[config.mk]
export PLATFORM = sky130hd
export DESIGN_NAME = uart_tx_serializer
export DESIGN_NICKNAME = d
export VERILOG_FILES = /design/src/rtl/uart_tx_serializer.sv
export SDC_FILE = /design/constraint.sdc
export NUM_CORES = 1
export LEC_CHECK = 0
export ABC_AREA = 0
export BUFFER_PORTS_ARGS = -buffer_cell sky130_fd_sc_hd__buf_2
export CAP_MARGIN = 20
export CORE_MARGIN = 1.5
export CORE_UTILIZATION = 49
export CTS_CLUSTER_SIZE = 25
export DETAILED_ROUTE_END_ITERATION = 10
export MAX_ROUTING_LAYER = met4
export PLACE_DENSITY = 0.7
export SLEW_MARGIN = 0
export SYNTH_ARGS = -nofsm -noshare
export SYNTH_HDL_FRONTEND = slang
export SYNTH_SLANG_ARGS = --single-unit
[constraint.sdc]
create_clock -name CLK -period 3.6 [get_ports CLK]
set_input_delay 0.18 -clock CLK [delete_from_list [all_inputs] [get_ports CLK]]
set_output_delay 0.18 -clock CLK [all_outputs]
set_load 0.01 [all_outputs]
[src/rtl/uart_tx_serializer.sv]
// UART transmitter: serializes a parallel word LSB-first as start, data, optional parity, stop.
// Optional parity bit is compiled in with `define UART_TX_PARITY_EN (adds PAR_EN/PAR_TYP ports).
module uart_tx_serializer #(
    parameter int DATA_WIDTH = 8,
    parameter int PRESCALE   = 8
) (
    input  logic                  CLK,
    input  logic                  RST,
`ifdef UART_TX_PARITY_EN
    input  logic                  PAR_EN,
    input  logic                  PAR_TYP,
`endif
    input  logic [DATA_WIDTH-1:0] P_DATA,
    input  logic                  DATA_VALID,
    output logic                  TX_OUT,
    output logic                  BUSY
);

    localparam int PW = $clog2(PRESCALE);
    localparam int BW = (DATA_WIDTH > 1) ? $clog2(DATA_WIDTH) : 1;
    localparam logic [PW-1:0] PRE_LAST = PW'(PRESCALE - 1);
    localparam logic [BW-1:0] BIT_LAST = BW'(DATA_WIDTH - 1);

    typedef enum logic [2:0] {
        IDLE,
        START,
        DATA,
        STOP
`ifdef UART_TX_PARITY_EN
        , PARITY
`endif
    } state_t;

    state_t                  state_reg;
    logic [PW-1:0]           pre_cnt_reg;
    logic [BW-1:0]           bit_cnt_reg;
    logic [DATA_WIDTH-1:0]   shift_reg;
    logic                    tx_reg;
    logic                    busy_reg;
    logic [DATA_WIDTH-1:0]   shift_next;
`ifdef UART_TX_PARITY_EN
    logic                    par_en_reg;
    logic                    par_bit_reg;
`endif

    assign shift_next = shift_reg >> 1;

    always_ff @(posedge CLK or negedge RST) begin
        if (!RST) begin
            state_reg   <= IDLE;
            pre_cnt_reg <= '0;
            bit_cnt_reg <= '0;
            shift_reg   <= '0;
            tx_reg      <= 1'b1;
            busy_reg    <= 1'b0;
`ifdef UART_TX_PARITY_EN
            par_en_reg  <= 1'b0;
            par_bit_reg <= 1'b0;
`endif
        end else begin
            case (state_reg)
                IDLE: begin
                    tx_reg      <= 1'b1;
                    busy_reg    <= 1'b0;
                    pre_cnt_reg <= '0;
                    bit_cnt_reg <= '0;
                    if (DATA_VALID) begin
                        shift_reg <= P_DATA;
                        state_reg <= START;
                        tx_reg    <= 1'b0;
                        busy_reg  <= 1'b1;
`ifdef UART_TX_PARITY_EN
                        // Parity is taken from the word as accepted, so later P_DATA changes cannot affect it.
                        par_en_reg  <= PAR_EN;
                        par_bit_reg <= (^P_DATA) ^ PAR_TYP;
`endif
                    end
                end
                default: begin
                    if (pre_cnt_reg != PRE_LAST) begin
                        pre_cnt_reg <= pre_cnt_reg + 1'b1;
                    end else begin
                        pre_cnt_reg <= '0;
                        case (state_reg)
                            START: begin
                                state_reg   <= DATA;
                                tx_reg      <= shift_reg[0];
                                bit_cnt_reg <= '0;
                            end
                            DATA: begin
                                if (bit_cnt_reg == BIT_LAST) begin
`ifdef UART_TX_PARITY_EN
                                    if (par_en_reg) begin
                                        state_reg <= PARITY;
                                        tx_reg    <= par_bit_reg;
                                    end else begin
                                        state_reg <= STOP;
                                        tx_reg    <= 1'b1;
                                    end
`else
                                    state_reg <= STOP;
                                    tx_reg    <= 1'b1;
`endif
                                end else begin
                                    shift_reg   <= shift_next;
                                    tx_reg      <= shift_next[0];
                                    bit_cnt_reg <= bit_cnt_reg + 1'b1;
                                end
                            end
`ifdef UART_TX_PARITY_EN
                            PARITY: begin
                                state_reg <= STOP;
                                tx_reg    <= 1'b1;
                            end
`endif
                            default: begin
                                // End of stop bit: the idle cycle that follows guarantees the inter-frame gap.
                                state_reg <= IDLE;
                                tx_reg    <= 1'b1;
                                busy_reg  <= 1'b0;
                            end
                        endcase
                    end
                end
            endcase
        end
    end

    assign TX_OUT = tx_reg;
    assign BUSY   = busy_reg;

endmodule

== Yosys cells after proc, flatten, opt, wreduce, memory -nomap -nowiden ==
Index checks and enable logic that the tools add are counted.
W data, S select, Z words.

* Register bits: 19
* Bits in latches: 0
* Bits in writable memories: 0
* Memory bits (read-only): 0
* Memories kept: 0

* Add/subtract/negate cells: 2
* Multiply operators: 0
* Div/mod/pow operators: 0
* Magnitude comparators: 0
* Equality and inequality tests: 10
* Shifts and indexed selects: 0
* Muxes and demuxes: 25
* Bitwise gates (word level): 0
* Reductions and logical operators: 8

{| class="wikitable"
|+ Operators by type and width
! operator !! count
|-
| $mux W8 || 5
|-
| $mux W3 || 9
|-
| $pmux W3 S2 || 2
|-
| $mux W1 || 8
|-
| $add A3 B1 Y3 const B || 2
|-
| $ne A2 B1 Y1 const B || 3
|-
| $ne A3 B2 Y1 const B || 2
|-
| $reduce_and A3 Y1 || 2
|-
| $reduce_and A4 Y1 || 1
|-
| $eq A3 B1 Y1 const B || 1
|-
| $eq A3 B2 Y1 const B || 1
|-
| $eq A3 B3 Y1 const B || 1
|-
| $logic_not A3 Y1 || 1
|-
| $ne A3 B3 Y1 const B || 1
|-
| $reduce_bool A3 Y1 || 1
|-
| $ne A2 B2 Y1 const B || 1
|-
| $pmux W1 S2 || 1
|-
| $reduce_and A2 Y1 || 1
|-
| $reduce_bool A2 Y1 || 1
|-
| $reduce_or A2 Y1 || 1
|}

== Logic depth before layout (Yosys ltp) ==
Gate-level depths: netlist (run 1).

* Depth after elaboration: 5
* Depth in mapped cells: 7
* Mapped depth without buffers: 5

== Worst setup path before layout (run 1) ==
OpenSTA, ideal clock, no wires.

* Path type: reg2reg
* Start point: reg bit_cnt_reg[0]
* End point: reg shift_reg[0]
* Library setup time: 0.125 ns
* Arrival: 1.506 ns
* Setup slack: 1.969 ns
* Stages on the path, launching flop included: 6
* Buffers on the path: 0
* Period minus slack after synthesis: 1.631 ns
* Cells stage by stage: dfrtp_1 > ha_1 > ha_1 > nand4bb_4 > nand2_8 > mux2_4

* Longest elaborated chain between the ends: 3

{| class="wikitable"
|+ RTL lines
! what !! line !! source
|-
| start, declared || 36 || <nowiki>logic [BW-1:0] bit_cnt_reg;</nowiki>
|-
| start signal, assigned || 107 || <nowiki>bit_cnt_reg <= bit_cnt_reg + 1'b1;</nowiki>
|-
| $eq A3 B3 Y1 || 91 || <nowiki>if (bit_cnt_reg == BIT_LAST) begin</nowiki>
|-
| $ne A2 B1 Y1 (no line) || -- ||
|-
| $reduce_and A4 Y1 (no line) || -- ||
|-
| end signal, assigned || 105 || <nowiki>shift_reg <= shift_next;</nowiki>
|-
| end, declared || 37 || <nowiki>logic [DATA_WIDTH-1:0] shift_reg;</nowiki>
|}

No other way between the ends.
A chain may end at the register's enable or synchronous reset.

== Worst setup path in the final report (run 1) ==
* Start point: reg state_reg[0]
* End point: reg shift_reg[2]

* Longest elaborated chain between the ends: 3
* Elaborated cells on any way between the ends: 8

{| class="wikitable"
|+ RTL lines
! what !! line !! source
|-
| start, declared || 34 || <nowiki>state_t state_reg;</nowiki>
|-
| start signal, assigned || 50 || <nowiki>state_reg <= IDLE;</nowiki>
|-
| start signal, assigned || 69 || <nowiki>state_reg <= START;</nowiki>
|-
| start signal, assigned || 86 || <nowiki>state_reg <= DATA;</nowiki>
|-
| $eq A3 B2 Y1 / $logic_not A3 Y1 (equally long branches) || 84, 61 ||
|-
| $reduce_bool A2 Y1 (no line), or another cell as far along || -- ||
|-
| $reduce_and A4 Y1 (no line) || -- ||
|}

Parallel ways exist; a longest one is shown, timed or not.

==> reports/results.tsv, run 1 <==
metric	value	unit
clock tree buffer depth	2	
H-tree levels	1	
Layout area overhead	11.2	%
post_cts resized	0	
initial drt markers	8	
Setup Viol. Count Final	0	
post-synthesis cell type count	32	
FP Rows	16	
Pwr Total	0.000339	W
vias per cell	5.32	
Synth area leaders	dfrtp_1, mux2_4, ha_1	
Placer Congestion	0.717	
# diodes	0	
RSZ-0062 raised after global routing	no	
Post-CTS Repair Setup Buffers	0	
Worst Tran Pin Value	774	ps
initial antenna violation count	0	
Worst-path clk slew	110	ps
pwr dens	294	mW/mm²
Crit Path Max Fanout	20	
Overflow after GRT	0	
Relative slew margins	0.484	
worst vdd ir	0.164	mV
DRT antenna net count	0	
status	completed	
All-Layer GR Usage	0.174	
multi-input combinational cell area	548	µm²
sequential fraction of the synthesis area	0.437	
Reg area	452	µm²
Syn Inst Count	82	
via count	654	
I/O pin count	13	
Worst Path Required	3790	ps
CP endpoint kind	register	
post-synth top area share	0.411	
CTS root buf	clkbuf_4	
WHS	119	ps
Avg Inst Size Synth	12.6	µm²
Synthesis Warnings	0	
vias in the first global route	638	
cell count of the worst hold path	3	
port buffer count	12	
initial core utilization	0.522	
max FFs per register	8	
setup_tns	0	ps
drt first pass iters	4	
startpoint type of the worst setup path	register	
f_max	493	MHz
max_cap viols	0	
wire per inst	14.1	µm
clk_skew	3.50	ps
final max-slew violation count	0	
R2R Setup Slk	1570	ps
first-pass GRT wire length	3.06	mm
Synthesized Nets	101	
clock net sink count	18	
Hold Crit Class	in2reg	
die height	49.0	µm
Post-DP HPWL	1.24	mm
kind of critical path	reg2reg	
# DRC	0	
clock latency on the worst-skew pair	290	ps
total wire length	1.74	mm
core area	0.00198	mm²
largest area contributor in the netlist	dfrtp_1	
final layout net count	116	
fraction of layout cells with a size suffix above 1	0.333	
Final min period	2030	ps
# hold bufs at CTS	1	
final hold vios	0	
WP data arrival	2220	ps
crit share post-route	0.564	
largest net degree at the start of global routing	21	
synthesized flop and latch total	18	
Fillers	167	
FF-to-FF path depth	5	
Synth Cell Area	0.00103	mm²
cts bufs inserted	3	
Die ar.	0.00240	mm²
Static Leak	0.555	nW
CTS tree	yes	
Die X	49.0	µm
==> logic make-up after synthesis <==
| logic type | share of synthesized area |
|---|---|
| simple gates | 0.146 |
| buf+inv | 0.0339 |
| mux | 0.189 |
| compound gates | 0.0980 |
| fa+ha+maj | 0.0967 |
| flops | 0.437 |
==> synth_stat cells, drive strengths merged <==
cell type,instances
dfrtp,17
mux2,15
ha,8
o21ai,8
nand2,4
buf,3
inv,3
nor2,3
a21oi,2
a22o,2
nand2b,2
nand3,2
nor2b,2
a21boi,1
a21o,1
and2,1
and2b,1
and4,1
dfstp,1
nand4bb,1
nor3,1
nor4b,1
o21bai,1
o22ai,1
==> cells in the final DEF, fill, tap and decap left out, types with 2 or more instances in the layout <==
master    count
a21oi_1       2
a22o_1        2
buf_2        12
clkbuf_4      3
dfrtp_1      17
ha_1          8
inv_1         3
mux2_1        7
mux2_4        7
nand2_1       2
nand2b_1      2
nand3_1       2
nor2_1        3
nor2b_1       2
o21ai_0       6
==> critical path, cell delays in order (launching register included) <==
cell       delay [ps]
dfrtp_1           450
inv_1             100
ha_1              660
nand4bb_4         310
nand2_8            90
mux2_4            310
==> through the flow <==
stage	utilization	std cells	setup slack, ps	cell area (µm²)
after floorplan	-	82	1970	1030
after detailed placement	0.557	118	1560	1100
after global placement	0.557	118	1610	1100
after CTS	0.581	123	1550	1150
final	0.581	123	1570	1150
after global routing	0.581	123	1440	1150
==> final cells by class <==
class	count	area share
clock buffers	4	0.0315
inverters	3	0.00978
multi-input cells	58	0.476
flip-flops and latches	18	0.392
well taps	27	0.0293
repair buffers	13	0.0609
==> final timing paths <==
kind                                startpoint              to
max in group asynchronous                  RST          TX_OUT
min in group asynchronous                  RST    shift_reg[2]
worst max-delay path              state_reg[0]    shift_reg[2]
worst min register to register  pre_cnt_reg[0]  pre_cnt_reg[0]
worst max register to register    state_reg[0]    shift_reg[2]
worst min-delay path                 P_DATA[7]    shift_reg[7]
==> routing by layer <==
metal  global-route usage  routed length (µm)
met1                0.227                 811
met2                0.272                 877
met3               0.0276                  36
met4               0.0714                  14
met5                    -                   0
==> power by group <==
part / total (W) / switching, W / leakage [nW] / internal (W)
logic: 0.0000108 / 0.00000616 / 0.311 / 0.00000463
clock network: 0.000126 / 0.0000641 / 0.0210 / 0.0000615
registers: 0.000202 / 0 / 0.223 / 0.000202
total: 0.000339 / 0.0000702 / 0.555 / 0.000268
Note: power is estimated with default switching activity, not from simulation.
==> run 2: changes to the inputs <==
--- a/config.mk
+++ b/config.mk
@@ -13,7 +13,7 @@
 export CTS_CLUSTER_SIZE = 25
 export DETAILED_ROUTE_END_ITERATION = 10
 export MAX_ROUTING_LAYER = met4
-export PLACE_DENSITY = 0.7
+export PLACE_DENSITY = 0.73
 export SLEW_MARGIN = 0
 export SYNTH_ARGS = -nofsm -noshare
 export SYNTH_HDL_FRONTEND = slang
==> constraint.sdc (replaced) <==
create_clock -name CLK -period 1.86 [get_ports CLK]
set_input_delay 0.093 -clock CLK [delete_from_list [all_inputs] [get_ports CLK]]
set_output_delay 0.093 -clock CLK [all_outputs]
set_load 0.01 [all_outputs]
==> run 2 against run 1 <==
Compared with the run above:
- die area is the same
- maximum frequency rose by 17%
- cell count up 4.1%
- routed wire length rose by 0.92%
- power increased by 82%
- first-iteration DRC count is 130% higher
- register-to-register slack worse by 1400 ps
- worst hold slack worse by 90 ps
- clock skew is 2.3 ps lower
- final area grew 2.4%
- via count is 3.8% higher
- global-route usage rose by 1.1 points
- critical path type unchanged
- critical endpoint is now shift_reg[5]
- largest cell class unchanged
==> reports/results.tsv, run 2 (synthesized netlist as in run 1, its figures left out) <==
metric	value	unit
vias in the first global route	715	
final max-slew violation count	0	
cell total after placement	123	
vias per cell	5.30	
CTS tree	yes	
DRT antenna net count	0	
largest net degree at the start of global routing	19	
core area	0.00198	mm²
FF-to-FF Start	bit_cnt_reg[0]	
WP data arrival	1930	ps
Largest delay share family, worst path	adder cells	
R2R Setup Slk	120	ps
pwr dens	523	mW/mm²
most common cell after layout, fill and taps aside	dfrtp_1	
Buf/Inv on CP	0	
Crit Path Max Fanout	7	
CP endpoint kind	register	
first-pass GRT wire length	3.27	mm
total wire length	1.76	mm
f_max	575	MHz
Die X	49.0	µm
H-tree levels	1	
max FFs per register	8	
die height	49.0	µm
Layout area overhead	13.9	%
Worst-path clk slew	100	ps
startpoint type of the worst setup path	register	
HP Start	P_DATA[7]	
via count	679	
final worst slack	122	ps
port buffer count	12	
clk_skew	1.16	ps
Final min period	1740	ps
FF-to-FF path depth	5	
Relative slew margins	0.736	
most frequent cells in the layout	dfrtp_1, buf_2, ha_1	
Reg area	452	µm²
status	completed	
initial drt markers	18	
Overflow after GRT	0	
wire per inst	13.7	µm
most frequent CP cell	ha_1	
clock latency on the worst-skew pair	300	ps
All-Layer GR Usage	0.185	
Setup Viol. Count Final	0	
Worst R2R End	shift_reg[5]	
Pwr Total	0.000617	W
final hold vios	0	
Worst Path Required	2050	ps
I/O pin count	13	
Fillers	180	
crit share post-route	0.934	
clock tree buffer depth	2	
WHS	29.2	ps
setup_tns	0	ps
final layout net count	121	
Hold Path Sink	shift_reg[7]	
Post-DP HPWL	1.36	mm
RSZ-0062 raised after global routing	no	
clock net sink count	18	
initial core utilization	0.522	
max_cap viols	0	
Static Leak	0.576	nW
drt first pass iters	4	
Post-Layout Cell Count	128	
slowest stage delay, CP	420	ps
Placer Congestion	0.849	
crit-path cells	ha_1, ha_1, nand4bb_4, nand2_8, mux2_4	
multi-input combinational cell area	548	µm²
kind of critical path	reg2reg	
FP Rows	16	
Die ar.	0.00240	mm²
CP max stage cell	dfrtp_1	
# diodes	0	
Worst Tran Pin Value	395	ps
cell count of the worst hold path	3	
worst slack, placed	126	ps
fraction of layout cells with a size suffix above 1	0.356	
worst vdd ir	0.580	mV
initial antenna violation count	0	
# DRC	0	
Post-CTS Repair Setup Buffers	0	
CTS root buf	clkbuf_4	
cts bufs inserted	3	
Hold Crit Class	in2reg	
WP depth	5	
run 2: cell count changes in the layout (fill, tap and decap cells not counted):
cell,change
buf_4,+5
clkbuf_1,+1
clkbuf_8,-1
run 2: how the worst max path moves through the flow:
stage                               from            to  slack (ps)
final                     bit_cnt_reg[0]  shift_reg[5]         120
after CTS                 bit_cnt_reg[0]  shift_reg[0]         110
after floorplan           bit_cnt_reg[0]  shift_reg[0]         230
after global placement      state_reg[1]  shift_reg[3]         160
after detailed placement  bit_cnt_reg[0]  shift_reg[6]         130
after global routing      bit_cnt_reg[0]  shift_reg[0]          30
run 2: tightest hold or removal path, stage by stage:
cell and delay [ps]:
buf_2 80, nand3_1 70, nand2_1 60
run 2: what timing repair did:
action,4_1_cts,5_1_grt
hold buffers,1,0
gates resized for setup,0,0
endpoints found under the hold margin,17,0
run 2: where the power goes:
| part | total [W] | switching (W) | internal, W | leakage (nW) |
|---|---|---|---|---|
| sequential | 0.000391 | 0 | 0.000391 | 0.223 |
| clock | 0.000205 | 0.000121 | 0.0000836 | 0.0150 |
| combinational | 0.0000209 | 0.0000119 | 0.00000897 | 0.338 |
run 2: cell type report:
| cell class | instances | area share |
|---|---|---|
| multi-input cells | 58 | 0.465 |
| repair buffers | 18 | 0.0913 |
| flip-flops and latches | 18 | 0.383 |
| clock buffers | 4 | 0.0223 |
| inverters | 3 | 0.00955 |
| well taps | 27 | 0.0287 |
run 2: layer usage:
layer	wire, µm	up-vias	global-route usage
li1	-	332	-
met1	814	336	0.231
met2	859	9	0.299
met3	67	2	0.0460
met4	14	0	0.0524
met5	0	-	-
run 2: per-stage QoR:
stage                     instance area [µm²]  utilization
final                                    1180        0.595
after global routing                     1180        0.595
after CTS                                1180        0.595
after detailed placement                 1140        0.576
after global placement                   1140        0.576
after floorplan                          1030            -
